## src/rtl/alsu_driver.sv

```systemverilog
// Command-queued driver for a pipelined ALSU: pops 16-bit commands, holds them on the ALSU
// inputs and returns the captured result through a valid/ready response port.
module alsu_driver #(
  parameter int unsigned LATENCY    = 2,
  parameter int unsigned FIFO_DEPTH = 4
) (
  input  logic        clk,
  input  logic        rst,
  input  logic        cmd_valid,
  output logic        cmd_ready,
  input  logic [15:0] cmd_data,
  output logic [2:0]  opcode,
  output logic [2:0]  A,
  output logic [2:0]  B,
  output logic        cin,
  output logic        serial_in,
  output logic        red_op_A,
  output logic        red_op_B,
  output logic        bypass_A,
  output logic        bypass_B,
  output logic        direction,
  input  logic [5:0]  alsu_out,
  input  logic [15:0] alsu_leds,
  output logic        rsp_valid,
  input  logic        rsp_ready,
  output logic [5:0]  rsp_out,
  output logic        rsp_invalid
);

  localparam int unsigned PtrW = $clog2(FIFO_DEPTH);
  localparam int unsigned CntW = (LATENCY > 0) ? $clog2(LATENCY + 1) : 1;
  localparam logic [PtrW:0]   DepthL = FIFO_DEPTH[PtrW:0];
  localparam logic [CntW-1:0] LatL   = LATENCY[CntW-1:0];

  typedef enum logic [1:0] {
    StIdle,
    StWait,
    StResp
  } state_t;

  logic [15:0]     r_mem [FIFO_DEPTH];
  logic [PtrW-1:0] r_wr_ptr;
  logic [PtrW-1:0] r_rd_ptr;
  logic [PtrW:0]   r_count;

  state_t          r_state;
  logic [CntW-1:0] r_cnt;
  logic [15:0]     r_drive;
  logic            r_rsp_valid;
  logic [5:0]      r_rsp_out;
  logic            r_rsp_invalid;

  logic            w_push;
  logic            w_pop;

  assign cmd_ready = (r_count < DepthL);
  assign w_push    = cmd_valid && cmd_ready;
  // Pop only from idle, so a response handshake always costs one idle edge before the next load.
  assign w_pop     = (r_state == StIdle) && (r_count != '0);

  always_ff @(posedge clk) begin
    if (!rst && w_push) begin
      r_mem[r_wr_ptr] <= cmd_data;
    end
  end

  always_ff @(posedge clk) begin
    if (rst) begin
      r_wr_ptr <= '0;
      r_rd_ptr <= '0;
      r_count  <= '0;
    end else begin
      if (w_push) begin
        r_wr_ptr <= r_wr_ptr + 1'b1;
      end
      if (w_pop) begin
        r_rd_ptr <= r_rd_ptr + 1'b1;
      end
      case ({w_push, w_pop})
        2'b10:   r_count <= r_count + 1'b1;
        2'b01:   r_count <= r_count - 1'b1;
        default: r_count <= r_count;
      endcase
    end
  end

  always_ff @(posedge clk) begin
    if (rst) begin
      r_state       <= StIdle;
      r_cnt         <= '0;
      r_drive       <= '0;
      r_rsp_valid   <= 1'b0;
      r_rsp_out     <= '0;
      r_rsp_invalid <= 1'b0;
    end else begin
      unique case (r_state)
        StIdle: begin
          if (w_pop) begin
            r_drive <= r_mem[r_rd_ptr];
            r_cnt   <= LatL;
            r_state <= StWait;
          end
        end
        StWait: begin
          // Counter reaches zero LATENCY edges after load; capture on the following edge.
          if (r_cnt == '0) begin
            r_rsp_out     <= alsu_out;
            r_rsp_invalid <= |alsu_leds;
            r_rsp_valid   <= 1'b1;
            r_state       <= StResp;
          end else begin
            r_cnt <= r_cnt - 1'b1;
          end
        end
        StResp: begin
          if (rsp_ready) begin
            r_rsp_valid <= 1'b0;
            r_state     <= StIdle;
          end
        end
        default: r_state <= StIdle;
      endcase
    end
  end

  assign {opcode, A, B, cin, serial_in, red_op_A, red_op_B, bypass_A, bypass_B, direction} =
      r_drive;

  assign rsp_valid   = r_rsp_valid;
  assign rsp_out     = r_rsp_out;
  assign rsp_invalid = r_rsp_invalid;

endmodule

```

## config.mk

```make
export PLATFORM = sky130hd
export DESIGN_NAME = alsu_driver
export DESIGN_NICKNAME = d
export VERILOG_FILES = /design/src/rtl/alsu_driver.sv
export SDC_FILE = /design/constraint.sdc
export NUM_CORES = 1
export LEC_CHECK = 0
export BUFFER_PORTS_ARGS = -buffer_cell sky130_fd_sc_hd__buf_2
export CORE_ASPECT_RATIO = 1.75
export CORE_MARGIN = 2
export CORE_UTILIZATION = 50
export DETAILED_ROUTE_END_ITERATION = 10
export PLACE_DENSITY = 0.78
export SLEW_MARGIN = 30
export SYNTH_ARGS = -nofsm -noshare
export SYNTH_HDL_FRONTEND = slang
export SYNTH_SLANG_ARGS = --single-unit
```

## constraint.sdc

```tcl
create_clock -name clk -period 2.7 [get_ports clk]
set_input_delay 0.135 -clock clk [delete_from_list [all_inputs] [get_ports clk]]
set_output_delay 0.135 -clock clk [all_outputs]
set_load 0.1 [all_outputs]
```

==> results.cfg, run 1 <==
[global_route]
antenna_found_initial = 0
grt_usage_pct = 16.46
grt_overflow = 0
grt_max_degree = 24
grt_pass1_wl_um = 9977
first_global_vias = 2076

[logic_synthesis]
synthFlopType = edfxtp_1
synth_seq_area_share_pct = 69.80
synthesis.instances = 228
synth.avg_cell_area_um2 = 16.48
yosysWarnings = 0
yosysUniqueCellTypes = 37
synthTopCellsByCount = edfxtp_1, dfxtp_1, nor2_1
synthTopCellsByArea = edfxtp_1, dfxtp_1, mux4_2
synth_edf_count = 64
synth_seq_cells = 99
async_flop_share_pct = 0
synth.most_common_cell = edfxtp_1
syn_nets = 277
synth_top_cell_by_area = edfxtp_1
synth_area_um2 = 3757
synth_top_area_share_pct = 51.15

[routing]
ant_nets = 0
first_pass_iters = 4
wl_um = 6455
vias = 2148
dr.first_iter.drc_count = 153
wl_per_cell_um = 16.51
drcViolationCount = 0
viasPerCell = 5.494

[cts]
hold_buffers = 0
cts_buffers = 9
cts_setup_buffers = 0
clock_path_buffers = 2
cts_resized = 0
htreeDepth = 3
clock_tree.root_cell = clkbuf_16
path_clk_slew_ns = 0.06
clock_sinks = 99
cts_tree = done
clk_latency_ns = 0.33

[layout]
antennaDiodeCount = 0
area_growth_pct = 18.98
fill_cells = 510
fin_nets = 349
layout-drive-gt1-share_pct = 37.05

[worst_setup_path]
worstSetupEndpointType = register
worstPathArrival_ns = 2.55
required_ns = 2.96
critPathLaunchType = register
worstPathMaxFanout = 6
path_class = reg -> reg

[timing]
fin_crit_ns = 2.287
finalSetupViolCount = 0
rsz0062_at_grt = no
finalSetupTns_ns = 0
drv_slew = 0
skew_ns = 0.003704
worst_slew_margin_rel_pct = 44.89
finalCritPeriodShare_pct = 84.72
hold_viol_final = 0
worst_pin_slew_ns = 0.8256
clock.fmax_ghz = 0.4372

[placed_design]
dp_hpwl_um = 4245
io_buffers = 66
gp_congestion = 0.7168

[floorplan]
die_area_um2 = 8251
initial_core_util_pct = 51.95
io_pins = 67
die_h_um = 118.7
die_x_um = 69.53
core_um2 = 7233
num_rows = 41

[pwr]
p_leak_uw = 0.001719
vdd_drop_max_uv = 744.3
power_uw = 5267
power_density_nw_per_um2 = 1178

[status]
status = completed

[min_path]
hp-class = in -> reg

[run]
maxCapViolations = 0
metal layers:
layer | global-route usage, % | vias to the layer above | part of all wire (%)
li1 | - | 1017 | -
met1 | 17.36 | 1058 | 39
met2 | 29.93 | 65 | 55
met3 | 4.774 | 8 | 4.6
met4 | 6.985 | 0 | 1.8
met5 | 0 | - | 0
registers in the layout, summed over array words and instances, names as in the netlist:
register and cells:
rsp_out 6, r_cnt 2, r_rd_ptr 2, rsp_invalid 1, r_drive 16, r_wr_ptr 2
rsp_valid 1, r_count 3, r_mem 64, r_state 2
path summary, 6_finish.rpt:
path / to / cells past startpoint / start / slack (ns)
setup reg to reg: r_count[2]$_SDFFE_PP0P_ / 8 / r_count[2]$_SDFFE_PP0P_ / 0.41
setup / recovery: r_count[2]$_SDFFE_PP0P_ / 8 / r_count[2]$_SDFFE_PP0P_ / 0.41
hold / removal: r_mem[2][3]$_DFFE_PP_ / 1 / cmd_data[3] / 0.01
hold reg to reg: r_drive[6]$_SDFFE_PP0P_ / 1 / r_drive[6]$_SDFFE_PP0P_ / 0.48
through the flow:
stage	worst slack, ns	hold WS (ns)	cells	instance area, µm²	utilization [%]
2_1_floorplan	0.6362	0.2339	228	3757	-
3_3_place_gp	0.5024	0.3462	375	4187	57.88
3_5_place_dp	0.4212	0.3532	375	4187	57.88
4_1_cts	0.3940	0.002124	391	4471	61.81
5_1_grt	0.2644	0.004320	391	4471	61.81
6_report	0.4127	0.01406	391	4471	61.81
where the power goes:
group,total (µW),internal (µW),switching (µW)
registers,2030,1860,173
clock network,1190,701,488
logic,2040,530,1510
total,5270,3090,2170
final cells by class:
cell class	instances	area, µm²	area share, %
Timing Repair Buffer	72	387.9	8.676
Tap cell	86	107.6	2.407
Multi-Input combinational cell	107	1027	22.98
Clock buffer	15	277.8	6.213
Clock inverter	1	6.256	0.1399
Sequential cell	99	2623	58.66
Inverter	11	41.29	0.9236
critical path, stage by stage, from the launching register on:
cell     delay, ns
dfxtp_1       0.40
nor3_1        0.11
nor3_1        0.29
ha_1          0.27
inv_1         0.07
fa_1          0.37
xor2_1        0.16
or3_2         0.40
a21oi_1       0.15
cells by family (layout without fill, tap and decap cells):
group	count (synthesis)	count (layout)	synth area share, %
multiplexers	22	22	11.19
AND/OR/NAND/NOR	42	42	5.827
buffers and inverters	22	99	2.864
adder cells (fa/ha/maj)	7	7	2.531
XOR/XNOR	3	3	0.6994
flip-flops	99	99	69.80
AO/OA/AOI/OAI	33	33	7.093
placed cells by master, fill, tap and decap left out, drive strengths merged:
cell type	Yosys	layout
buf	8	72
mux2i	6	6
o31a	1	1
and2b	1	1
o21a	1	1
a2111oi	1	1
xnor2	1	1
ha	6	6
nor4	5	5
nand2	3	3
nor2	18	18
nor3	2	2
dfxtp	35	35
xor2	2	2
nand3	1	1
nand2b	2	2
nand4	2	2
o21ai	2	2
clkbuf	3	15
edfxtp	64	64
a31o	1	1
nor3b	1	1
a2bb2oi	1	1
nand3b	1	1
a22o	17	17
mux4	16	16
a21oi	9	9
or3	2	2
inv	11	12
fa	1	1
and2	4	4
(Power assumes the default switching activity.)
==> run 2, diff against run 1 <==
clock period = 2.25 ns   (was 2.7 ns; I/O delays follow)
==> results.cfg, run 2 (synthesized netlist as in run 1, its figures left out) <==
[layout]
post-route-util_pct = 64.49
final_cell_area_um2 = 4664
final_common_cell = buf_2
fin_cells = 411
antennaDiodeCount = 0
fin_nets = 369
layout-drive-gt1-share_pct = 37.85
area_growth_pct = 24.14
largest_register_ff_count = 64
top_register = r_mem
final_cell_mix = buf_2, edfxtp_1, dfxtp_1

[timing]
finalSetupViolCount = 0
finalCritPeriodShare_pct = 95.14
finalWorstSetupSlack_ns = 0.1093
hold_viol_final = 0
skew_ns = 0.003348
clock.fmax_ghz = 0.4671
worst_pin_slew_ns = 0.5864
worst_slew_margin_rel_pct = 60.82
rsz0062_at_grt = no
fin_crit_ns = 2.141
drv_slew = 0

[placed_design]
post_dp_cell_area_um2 = 4204
dp_slack_ns = -0.03572
dp_hpwl_um = 4279
dp.cells = 379
io_buffers = 66
gp_congestion = 0.7700

[global_route]
grt_pass1_wl_um = 10630
grt_max_degree = 24
first_global_vias = 2237
grt_usage_pct = 17.28
antenna_found_initial = 0
grt_overflow = 0

[cts]
clock_path_buffers = 2
clock_tree.root_cell = clkbuf_16
clk_latency_ns = 0.33
path_clk_slew_ns = 0.06
htreeDepth = 3
cts_buffers = 9
cts_tree = done
clock_sinks = 99

[routing]
wl_um = 6669
ant_nets = 0
first_pass_iters = 4
wl_per_cell_um = 16.23
dr.first_iter.drc_count = 102
drcViolationCount = 0
vias = 2192
viasPerCell = 5.333

[pwr]
p_leak_uw = 0.001810
power_density_nw_per_um2 = 1375
vdd_drop_max_uv = 766.3

[worst_setup_path]
worstPathArrival_ns = 2.40
worstPathMaxFanout = 4
path_class = reg -> reg
worstSetupEndpointType = register
required_ns = 2.51
critPathLaunchType = register

[min_path]
hp-class = in -> reg

[status]
status = completed

[floorplan]
initial_core_util_pct = 51.95
die_area_um2 = 8251
core_um2 = 7233
num_rows = 41
io_pins = 67
die_h_um = 118.7
die_x_um = 69.53

[run]
maxCapViolations = 0
[run 2: worst paths after layout]
check                          startpoint                 endpoint  slack, ns  cells past startpoint
setup / recovery  r_count[1]$_SDFFE_PP0P_  r_count[2]$_SDFFE_PP0P_       0.11                      8
hold / removal                cmd_data[9]    r_mem[0][9]$_DFFE_PP_      0.009                      1
setup reg to reg  r_count[1]$_SDFFE_PP0P_  r_count[2]$_SDFFE_PP0P_       0.11                      8
hold reg to reg   r_drive[8]$_SDFFE_PP0P_  r_drive[8]$_SDFFE_PP0P_       0.47                      1
[run 2: stage by stage]
stage	TNS (ns)	total power [µW]	hold WS, ns
after global routing	0	6705	0.004137
after floorplan	0	4545	0.2114
after global placement	0	4910	0.3234
final	0	6412	0.009128
after CTS	0	6448	0.001201
after detailed placement	-0.03572	4962	0.3284
[run 2: timing repair]
item | in CTS | in global routing
setup endpoints to repair | 1 | 1
setup buffers | 0 | 1
resized for setup | 1 | 3
endpoints found under the hold margin | 53 | 1
pin swaps | 0 | 2
hold buffers | 14 | 1
[run 2: final cells by class]
| class | count | area [µm²] |
|---|---|---|
| fill | 507 | 2569 |
| inverter | 11 | 41.29 |
| clock buffer | 15 | 287.8 |
| multi-input combinational | 107 | 1035 |
| clock inverter | 1 | 5.005 |
| sequential | 99 | 2625 |
| tap | 86 | 107.6 |
| timing repair buffer | 92 | 563.0 |
[run 2: critical path, stage by stage (launching register included)]
cell	delay (ns)
dfxtp_1	0.36
nor3_1	0.09
nor3_2	0.24
ha_2	0.24
inv_1	0.05
fa_1	0.39
xor2_1	0.16
or3_2	0.40
a21oi_1	0.14
[run 2: layer usage]
metal / GRT usage (%) / share of wire, % / vias to the layer above
met3: 5.286 / 4.7 / 13
met5: 0 / 0 / -
met1: 17.91 / 39 / 1053
met4: 7.721 / 2.5 / 0
met2: 31.37 / 54 / 74
li1: - / - / 1052
[run 2: power by group]
| part | total, µW | internal (µW) | switching (µW) |
|---|---|---|---|
| logic | 2570 | 689 | 1880 |
| clock network | 1450 | 869 | 581 |
| registers | 2400 | 2240 | 159 |
